## src/rtl/keypad_entry_pkg.sv

```systemverilog
// Shared definitions for the keypad entry block: key codes, scan result encoding,
// debounce states and the physical keymap.
package keypad_entry_pkg;

    localparam int NUM_DIGITS_DEFAULT = 4;

    localparam logic [3:0] KEY_BKSP = 4'hB;
    localparam logic [3:0] KEY_CLR  = 4'hC;

    // Scan results are 5 bits: bit 4 set means no single key was seen.
    localparam logic [4:0] SCAN_NONE = 5'h10;

    typedef enum logic {
        RELEASED,
        PRESSED
    } DebounceState;

    // Key code printed on the keypad at (row, column).
    function automatic logic [3:0] keyMap(input logic [1:0] rowIdx, input logic [1:0] colIdx);
        logic [3:0] code;
        case ({rowIdx, colIdx})
            4'd0:    code = 4'h1;
            4'd1:    code = 4'h2;
            4'd2:    code = 4'h3;
            4'd3:    code = 4'hA;
            4'd4:    code = 4'h4;
            4'd5:    code = 4'h5;
            4'd6:    code = 4'h6;
            4'd7:    code = 4'hB;
            4'd8:    code = 4'h7;
            4'd9:    code = 4'h8;
            4'd10:   code = 4'h9;
            4'd11:   code = 4'hC;
            4'd12:   code = 4'h0;
            4'd13:   code = 4'hF;
            4'd14:   code = 4'hE;
            default: code = 4'hD;
        endcase
        return code;
    endfunction

endpackage

```

## src/rtl/keypad_entry_scanner.sv

```systemverilog
// Column scanner for the 4x4 keypad: synchronises the rows, walks the columns,
// decodes one full scan into a key code (or none) and debounces press/release.
module keypad_scanner
    import keypad_entry_pkg::*;
#(
    parameter int SCAN_DIV       = 100000,
    parameter int DEBOUNCE_SCANS = 10
) (
    input  logic       clk,
    input  logic       rst,
    input  logic [3:0] row,
    output logic [3:0] col,
    output logic [3:0] key_code,
    output logic       key_strobe
);

    localparam int DIV_W = (SCAN_DIV > 2) ? $clog2(SCAN_DIV) : 1;
    localparam int DEB_W = $clog2(DEBOUNCE_SCANS + 1);
    localparam logic [DIV_W-1:0] DIV_LAST = DIV_W'(SCAN_DIV - 1);
    localparam logic [DEB_W-1:0] DEB_TARGET = DEB_W'(DEBOUNCE_SCANS);

    logic [3:0]       rowMeta;
    logic [3:0]       rowSync;
    logic [DIV_W-1:0] divCnt;
    logic [1:0]       colIdx;
    logic             slotLast;
    logic [1:0]       hitCount;
    logic [3:0]       hitCode;
    logic [1:0]       slotHits;
    logic [3:0]       slotCode;
    logic [1:0]       totalHits;
    logic [3:0]       totalCode;
    logic [4:0]       scanResult;
    logic             scanDone;

    DebounceState     state;
    DebounceState     nextState;
    logic [3:0]       candCode;
    logic [3:0]       nextCand;
    logic [DEB_W-1:0] stableCnt;
    logic [DEB_W-1:0] nextCnt;
    logic             accept;

    assign slotLast   = (divCnt == DIV_LAST);
    assign col        = ~(4'b0001 << colIdx);
    assign key_code   = scanResult[3:0];
    assign key_strobe = accept;

    // Two-flop synchroniser for the asynchronous row inputs (idle rows read high).
    always_ff @(posedge clk) begin
        if (!rst) begin
            rowMeta <= 4'hF;
            rowSync <= 4'hF;
        end else begin
            rowMeta <= row;
            rowSync <= rowMeta;
        end
    end

    // Count low rows in the current column and fold them into the running scan tally; 2 means ghost.
    always_comb begin
        slotHits  = 2'd0;
        slotCode  = 4'h0;
        totalHits = hitCount;
        totalCode = hitCode;
        for (int r = 0; r < 4; r++) begin
            if (!rowSync[r]) begin
                if (slotHits == 2'd0) begin
                    slotCode = keyMap(2'(r), colIdx);
                end
                if (slotHits != 2'd2) begin
                    slotHits = slotHits + 2'd1;
                end
            end
        end
        if (slotHits == 2'd1 && hitCount == 2'd0) begin
            totalHits = 2'd1;
            totalCode = slotCode;
        end else if (slotHits != 2'd0) begin
            totalHits = 2'd2;
        end
    end

    // Slot timer, column pointer and the per-scan result register with its one-cycle done flag.
    always_ff @(posedge clk) begin
        if (!rst) begin
            divCnt     <= '0;
            colIdx     <= 2'd0;
            hitCount   <= 2'd0;
            hitCode    <= 4'h0;
            scanResult <= SCAN_NONE;
            scanDone   <= 1'b0;
        end else begin
            scanDone <= 1'b0;
            if (slotLast) begin
                divCnt <= '0;
                colIdx <= colIdx + 2'd1;
                if (colIdx == 2'd3) begin
                    hitCount   <= 2'd0;
                    hitCode    <= 4'h0;
                    scanDone   <= 1'b1;
                    scanResult <= (totalHits == 2'd1) ? {1'b0, totalCode} : SCAN_NONE;
                end else begin
                    hitCount <= totalHits;
                    hitCode  <= totalCode;
                end
            end else begin
                divCnt <= divCnt + DIV_W'(1);
            end
        end
    end

    // Debounce state register.
    always_ff @(posedge clk) begin
        if (!rst) begin
            state     <= RELEASED;
            candCode  <= 4'h0;
            stableCnt <= '0;
        end else begin
            state     <= nextState;
            candCode  <= nextCand;
            stableCnt <= nextCnt;
        end
    end

    // Debounce decisions once per completed scan: a stable code fires once, a stable release re-arms.
    always_comb begin
        nextState = state;
        nextCand  = candCode;
        nextCnt   = stableCnt;
        accept    = 1'b0;
        if (scanDone) begin
            case (state)
                RELEASED: begin
                    if (scanResult == SCAN_NONE) begin
                        nextCnt = '0;
                    end else begin
                        if (stableCnt != '0 && scanResult[3:0] == candCode) begin
                            nextCnt = stableCnt + DEB_W'(1);
                        end else begin
                            nextCand = scanResult[3:0];
                            nextCnt  = DEB_W'(1);
                        end
                        if (nextCnt == DEB_TARGET) begin
                            accept    = 1'b1;
                            nextState = PRESSED;
                            nextCnt   = '0;
                        end
                    end
                end
                PRESSED: begin
                    if (scanResult == SCAN_NONE) begin
                        nextCnt = stableCnt + DEB_W'(1);
                        if (nextCnt == DEB_TARGET) begin
                            nextState = RELEASED;
                            nextCnt   = '0;
                        end
                    end else begin
                        nextCnt = '0;
                    end
                end
            endcase
        end
    end

endmodule

```

## src/rtl/keypad_entry.sv

```systemverilog
// Keypad guess entry: scans the keypad and accumulates digits into a multi-digit
// guess, with backspace, clear and a one-cycle ready pulse on completion.
module keypad_entry
    import keypad_entry_pkg::*;
#(
    parameter int SCAN_DIV       = 100000,
    parameter int DEBOUNCE_SCANS = 10,
    parameter int NUM_DIGITS     = NUM_DIGITS_DEFAULT
) (
    input  logic        clk,
    input  logic        rst,
    input  logic [3:0]  row,
    input  logic        enable,
    input  logic        clear,
    output logic [3:0]  col,
    output logic [15:0] value,
    output logic [2:0]  digit_count,
    output logic        value_ready
);

    localparam logic [2:0] FULL = 3'(NUM_DIGITS);

    logic [3:0] keyCode;
    logic       keyStrobe;

    keypad_scanner #(
        .SCAN_DIV       (SCAN_DIV),
        .DEBOUNCE_SCANS (DEBOUNCE_SCANS)
    ) scanner (
        .clk        (clk),
        .rst        (rst),
        .row        (row),
        .col        (col),
        .key_code   (keyCode),
        .key_strobe (keyStrobe)
    );

    // Digit accumulator; clear wins over a same-cycle key, keys are dropped while entry is disabled.
    always_ff @(posedge clk) begin
        if (!rst) begin
            value       <= 16'h0000;
            digit_count <= 3'd0;
            value_ready <= 1'b0;
        end else begin
            value_ready <= 1'b0;
            if (clear) begin
                value       <= 16'h0000;
                digit_count <= 3'd0;
            end else if (keyStrobe && enable) begin
                if (keyCode <= 4'd9) begin
                    if (digit_count == FULL) begin
                        value       <= {12'h000, keyCode};
                        digit_count <= 3'd1;
                        value_ready <= (FULL == 3'd1);
                    end else begin
                        value       <= {value[11:0], keyCode};
                        digit_count <= digit_count + 3'd1;
                        value_ready <= ((digit_count + 3'd1) == FULL);
                    end
                end else if (keyCode == KEY_BKSP) begin
                    if (digit_count != 3'd0 && digit_count != FULL) begin
                        value       <= {4'h0, value[15:4]};
                        digit_count <= digit_count - 3'd1;
                    end
                end else if (keyCode == KEY_CLR) begin
                    value       <= 16'h0000;
                    digit_count <= 3'd0;
                end
            end
        end
    end

endmodule

```

## config.mk

```make
export PLATFORM = sky130hd
export DESIGN_NAME = keypad_entry
export DESIGN_NICKNAME = d
export VERILOG_FILES = /design/src/rtl/keypad_entry_pkg.sv /design/src/rtl/keypad_entry_scanner.sv /design/src/rtl/keypad_entry.sv
export SDC_FILE = /design/constraint.sdc
export NUM_CORES = 1
export LEC_CHECK = 0
export CAP_MARGIN = 20
export CORE_MARGIN = 3
export CORE_UTILIZATION = 35
export CTS_CLUSTER_SIZE = 20
export DETAILED_ROUTE_END_ITERATION = 7
export PLACE_DENSITY = 0.61
export SETUP_SLACK_MARGIN = 0.02
export SYNTH_ARGS = -nofsm -noshare
export SYNTH_HDL_FRONTEND = slang
export SYNTH_SLANG_ARGS = --single-unit
export TNS_END_PERCENT = 50
```

## constraint.sdc

```tcl
create_clock -name clk -period 3.4 [get_ports clk]
set_input_delay 0.68 -clock clk [delete_from_list [all_inputs] [get_ports clk]]
set_output_delay 0.68 -clock clk [all_outputs]
set_load 0.005 [all_outputs]
```

==> impl_metrics.tcl <==
set metrics [dict create \
    min_period_over_period_pct 81.4 \
    maxSlewHeadroom_pct 53.8 \
    critPathCaptureType "flip-flop" \
    dp_slack_ps 667 \
    area_growth_pct 15.0 \
    max_freq_ghz 0.361 \
    cp.arrival_ps 3040 \
    grtUsageTotal_pct 13.4 \
    core_area_um2 10400 \
    tightest_slew_ps 686 \
    hold_path_class "flip-flop to flip-flop" \
    synth_area_um2 3780 \
    antenna_found_initial 0 \
    cts_sinks 68 \
    synth-edff-count 0 \
    whs_path_depth 1 \
    powerDensity_nw_per_um2 376 \
    crit_fanout 5 \
    htreeDepth 3 \
    crit_chain "inv_1, ha_1, mux2i_1, ha_1, nor2b_1, a311oi_2, or3b_1, mux2_4, o2bb2ai_2" \
    ys_seq_elements 68 \
    drv_cap 0 \
    crit_type "flip-flop to flip-flop" \
    cts_buffers 9 \
    grt_max_degree 31 \
    rows 37 \
    ctsHoldBuffers 0 \
    finClkSkew_ps 10.4 \
    ctsResizeCount 0 \
    multi_input_area_um2 2150 \
    outcome "completed" \
    die-height_um 110 \
    synthCells 425 \
    max-vdd-ir-drop_v 0.000160 \
    clock_latency_ps 350 \
    drc 0 \
    place.gp.congestion 0.853 \
    yosys-top-cells-count "68 x dfxtp_1, 66 x nand2_1, 30 x nor2_1, 24 x inv_1, 23 x mux2i_1" \
    postCtsSetupBuffers 0 \
    required_ps 3670 \
    period_needed_ps 2770 \
    clk_pin_slew_ps 70 \
    wl_per_cell_um 12.6 \
    die-area_um2 12100 \
    grt_pass1_wl_um 13100 \
    diodes 0 \
    antenna_left 0 \
    final_nets 478 \
    wirelength_um 7490 \
    clock_path_buffers 2 \
    worstSetupStartpointType "flip-flop" \
    clockRootBuffer "clkbuf_8" \
    ys_seq_area_share_pct 36.0 \
    worst-r2r-cell-count 9 \
    hold_violations 0 \
    cpMostUsedCell "ha_1" \
    rsz0062_at_grt "false" \
    synth_cell_types 61 \
    regArea_um2 1360 \
    synth_ff_type "dfxtp_1" \
    drt_first_pass_iters 4 \
    hpwl_um 5420 \
    p_leak_nw 1.69 \
    slowest_stage "or3b_1" \
    io_buffers 31 \
    grt_overflow 0 \
    n_fill_cell 1042 \
    yosysMostFrequentCell "dfxtp_1" \
    setup_tns_ps 0 \
    finalMaxSlewViolations 0 \
    vias_per_cell 4.96 \
    yosysTopAreaCell "dfxtp_1" \
    drive_gt1_share_pct 8.97 \
    setup_ws_ps 633 \
    first_iter_violations 99 \
    initial_core_util_pct 36.3 \
    async_flop_share_pct 0 \
    syn_nets 451 \
    synthTopCellsByArea "dfxtp_1 36%, nand2_1 6.6%, mux2i_1 6.1%, ha_1 6.0%, nor2_1 3.0%" \
    yosysWarningCount 0 \
    synthDominantCellAreaShare_pct 36.0 \
    die_x_um 110 \
    io_pins 32 \
    avgSynthCellArea_um2 8.90 \
    tritoncts "yes" \
    vias 2944 \
    setup_viol 0 \
    max_stage_delay_ps 510 \
    grt_pass1_vias 2869 \
]
kinds of logic (layout without fill, tap and decap cells):
| family | Yosys count | after routing | share of synthesized area, % |
|---|---|---|---|
| buffers and inverters | 43 | 75 | 7.21 |
| AND/OR/NAND/NOR | 180 | 180 | 24.4 |
| XOR/XNOR | 22 | 22 | 5.10 |
| multiplexers | 24 | 24 | 6.49 |
| adder cells (fa/ha/maj) | 18 | 18 | 5.96 |
| AO/OA/AOI/OAI | 70 | 70 | 14.9 |
| flip-flops | 68 | 68 | 36.0 |
per-stage QoR:
stage	cells	power, mW	instance area (um^2)	hold slack, ps	utilization [%]
floorplan	425	0.886	3780	386	-
global placement	577	0.901	4120	390	39.6
detailed placement	577	0.902	4120	396	39.6
CTS	593	1.66	4350	414	41.7
global route	593	1.70	4350	436	41.7
finish	593	1.63	4350	411	41.7
metal layers:
layer / vias up / wire, um / global-route usage, %
met2: 50 / 3450 / 21.8
li1: 1521 / - / -
met3: 5 / 264 / 3.05
met5: - / 0 / 0
met4: 0 / 57 / 4.90
met1: 1368 / 3720 / 17.3
cell usage in the layout (no fill, tap or decap), drive strengths merged, types with 10 or more instances in the layout:
cell type | synthesis | layout
nand2b | 15 | 15
mux2i | 23 | 23
nand3 | 19 | 19
xnor2 | 10 | 10
clkdlybuf4s50 | 0 | 31
ha | 18 | 18
nor2 | 30 | 30
clkbuf | 16 | 10
nand2 | 67 | 67
o21ai | 13 | 13
inv | 24 | 25
xor2 | 12 | 12
dfxtp | 68 | 68
final timing paths:
kind / slack, ps / from / endpoint
max: 630 / scanner.rowSync[0] / scanner.scanResult[1]
min: 410 / scanner.rowMeta[1] / scanner.rowSync[1]
max reg2reg: 630 / scanner.rowSync[0] / scanner.scanResult[1]
min reg2reg: 410 / scanner.rowMeta[1] / scanner.rowSync[1]
flip-flops by register name, summed over array words and instances (netlist names):
signal	count
scanner.scanDone	1
scanner.candCode	4
scanner.divCnt	17
scanner.colIdx	2
value	16
scanner.rowSync	4
scanner.rowMeta	4
scanner.stableCnt	4
value_ready	1
scanner.scanResult	5
scanner.hitCount	2
digit_count	3
scanner.state	1
scanner.hitCode	4
critical path, delay by kind of cell, from the launching register on:
family,cells,cell delay (ps)
and+or+nand+nor,2,660
adders and majority gates,2,560
muxes,2,560
AOI/OAI and AO/OA,2,410
DFF,1,400
buffers and inverters,1,100
cell type report:
class | instances | share of cell area [%]
multi-input cells | 314 | 49.4
well taps | 136 | 3.91
repair buffers | 35 | 8.12
clock inverters | 6 | 1.99
flip-flops and latches | 68 | 31.3
inverters | 24 | 2.07
clock buffers | 10 | 3.17
where the power goes:
group,total (mW),switching (mW),internal (mW)
registers,0.808,0.00527,0.803
logic,0.0751,0.0408,0.0343
clock network,0.749,0.317,0.433
total,1.63,0.363,1.27
No activity file was read; power rests on OpenSTA's default activity.
==> edit: new RTL, same flow settings <==
`SCAN_DIV` is set to 100000 in 2 places; all go to 50000.
--- a/src/rtl/keypad_entry_scanner.sv
+++ b/src/rtl/keypad_entry_scanner.sv
@@ -3,7 +3,7 @@
 module keypad_scanner
     import keypad_entry_pkg::*;
 #(
-    parameter int SCAN_DIV       = 100000,
+    parameter int SCAN_DIV       = 50000,
     parameter int DEBOUNCE_SCANS = 10
 ) (
     input  logic       clk,
--- a/src/rtl/keypad_entry.sv
+++ b/src/rtl/keypad_entry.sv
@@ -3,7 +3,7 @@
 module keypad_entry
     import keypad_entry_pkg::*;
 #(
-    parameter int SCAN_DIV       = 100000,
+    parameter int SCAN_DIV       = 50000,
     parameter int DEBOUNCE_SCANS = 10,
     parameter int NUM_DIGITS     = NUM_DIGITS_DEFAULT
 ) (
Formal check against the unedited RTL: same outputs for any inputs over 10 cycles, from zero or initial values and one cycle with rst low; that may be too few to reach the edited logic, so the function may still have changed.
==> edit against the unedited design <==
Sequential cell count shrank 1. Area after synthesis shrank 5.8%. Wire length grew 3.2%. Global-route usage grew 0.89 points. Worst hold slack gained 0.0042 ns. Setup slack gained 0.094 ns. Total power shrank 6.8%. Design area shrank 4.2%. Critical path type unchanged. Critical endpoint is now scanner.hitCode[1]$_SDFFE_PN0N_. Largest power group unchanged.
==> edit: results (changes against the unedited design) <==
metric	value	unit	change
Final WS setup	0.727	ns	+0.0937 ns
Clock Buffer Count	13		+3
Core Util, Final	42.4	%	+0.66 points
Netlist cell types	58		-4.9%
main area contributors after synthesis	dfxtp_1 (38%), ha_1 (6.3%), mux2i_1 (5.3%), xor2_1 (4.4%), nand2_1 (3.5%)		
pre-CTS WS	0.853	ns	+0.186 ns
Reg area	1340	sq um	-1.5%
GP Congestion	0.792		-7.1%
Layout area overhead	16.9	%	
post-synthesis sequential element count	67		-1.5%
Critical path origin	scanner.rowSync[0]$_SDFF_PN1_		
Worst-Margin Slew	0.603	ns	-0.0834 ns
CP Data Arrival Time	2.96	ns	-0.08 ns
Non-Filler Instances	561		-5.4%
Fill cells	1015		-2.6%
outcome	finished clean		
clock network share of area	4.66	%	-0.49 points
initial antenna violation count	0		unchanged
final net count	450		-5.9%
Leak	0.00147	uW	-13%
Iter 0 DRT Violations	150		+52%
Fin Clk Skew	0.0127	ns	+0.00230 ns
top flop regs	scanner.divCnt (16), value (16), scanner.scanResult (5)		
reg2reg setup slack	0.73	ns	+0.09 ns
final wirelength	7740	um	+3.2%
clock buffer depth	2		unchanged
sequential share of the synthesized area	37.6	%	+1.6 points
vias in the first global route	2809		-2.1%
slowest stage delay, CP	0.49	ns	-0.02 ns
share of cells above drive strength 1	9.35	%	+0.37 points
crit path capture	scanner.hitCode[1]$_SDFFE_PN0N_		
inverter count	20		-17%
Syn Area/Cell	9.00	sq um	+1.1%
hold slack	0.415	ns	+0.00420 ns
GR Util All Layers	14.3	%	+0.89 points
maximum VDD drop	0.000192	V	+20%
final HPWL from detailed placement	5400	um	-0.42%
first-pass GRT wire length	13300	um	+1.6%
Min-Delay Startpoint	scanner.rowMeta[2]$_SDFF_PN1_		
buffer share of cell area	8.71	%	+0.60 points
Post-Syn Nets	422		-6.4%
placed cells	546		-5.4%
Post-synth top cells	dfxtp_1 (67), nand2_1 (33), nor2_1 (32), inv_1 (20), nand3_1 (20)		
Placed Area	3970	sq um	-3.7%
crit path max fanout	8		+3
area of the multi-input gates	2020	sq um	-5.8%
routed vias	2902		-1.4%
CP max-delay cell	a2111oi_0		
Non-CTS buffers	38		+8.6%
maxcap violations	0		unchanged
multi-input combinational area share	48.6	%	-0.82 points
largest net degree at the start of global routing	29		-6.5%
edit: kinds of logic (layout without fill, tap and decap cells):
family                     after synthesis  after routing  synth area share, %
and+or+nand+nor                        142            142                 20.7
AOI/OAI and AO/OA                       85             85                 18.6
DFF                                     67             67                 37.6
buffers and inverters                   41             73                 5.55
xor gates and xnor gates                24             24                 5.90
muxes                                   19             19                 5.34
adders and majority gates               18             18                 6.32
edit: routing by layer:
| layer | vias up | wire length, um | part of all wire, % | track usage (%) |
|---|---|---|---|---|
| met5 | - | 0 | 0 | 0 |
| met2 | 48 | 3510 | 45 | 23.1 |
| met1 | 1370 | 3820 | 49 | 18.8 |
| met3 | 7 | 330 | 4.3 | 4.39 |
| li1 | 1477 | - | - | - |
| met4 | 0 | 68 | 0.88 | 3.29 |
edit: power breakdown:
group,leakage (uW),total (uW),switching [uW],internal (uW)
Sequential,0.000542,799,6.53,792
Combinational,0.000829,69.5,39.4,30.1
Clock,0.0000995,654,279,374
Total,0.00147,1520,325,1200
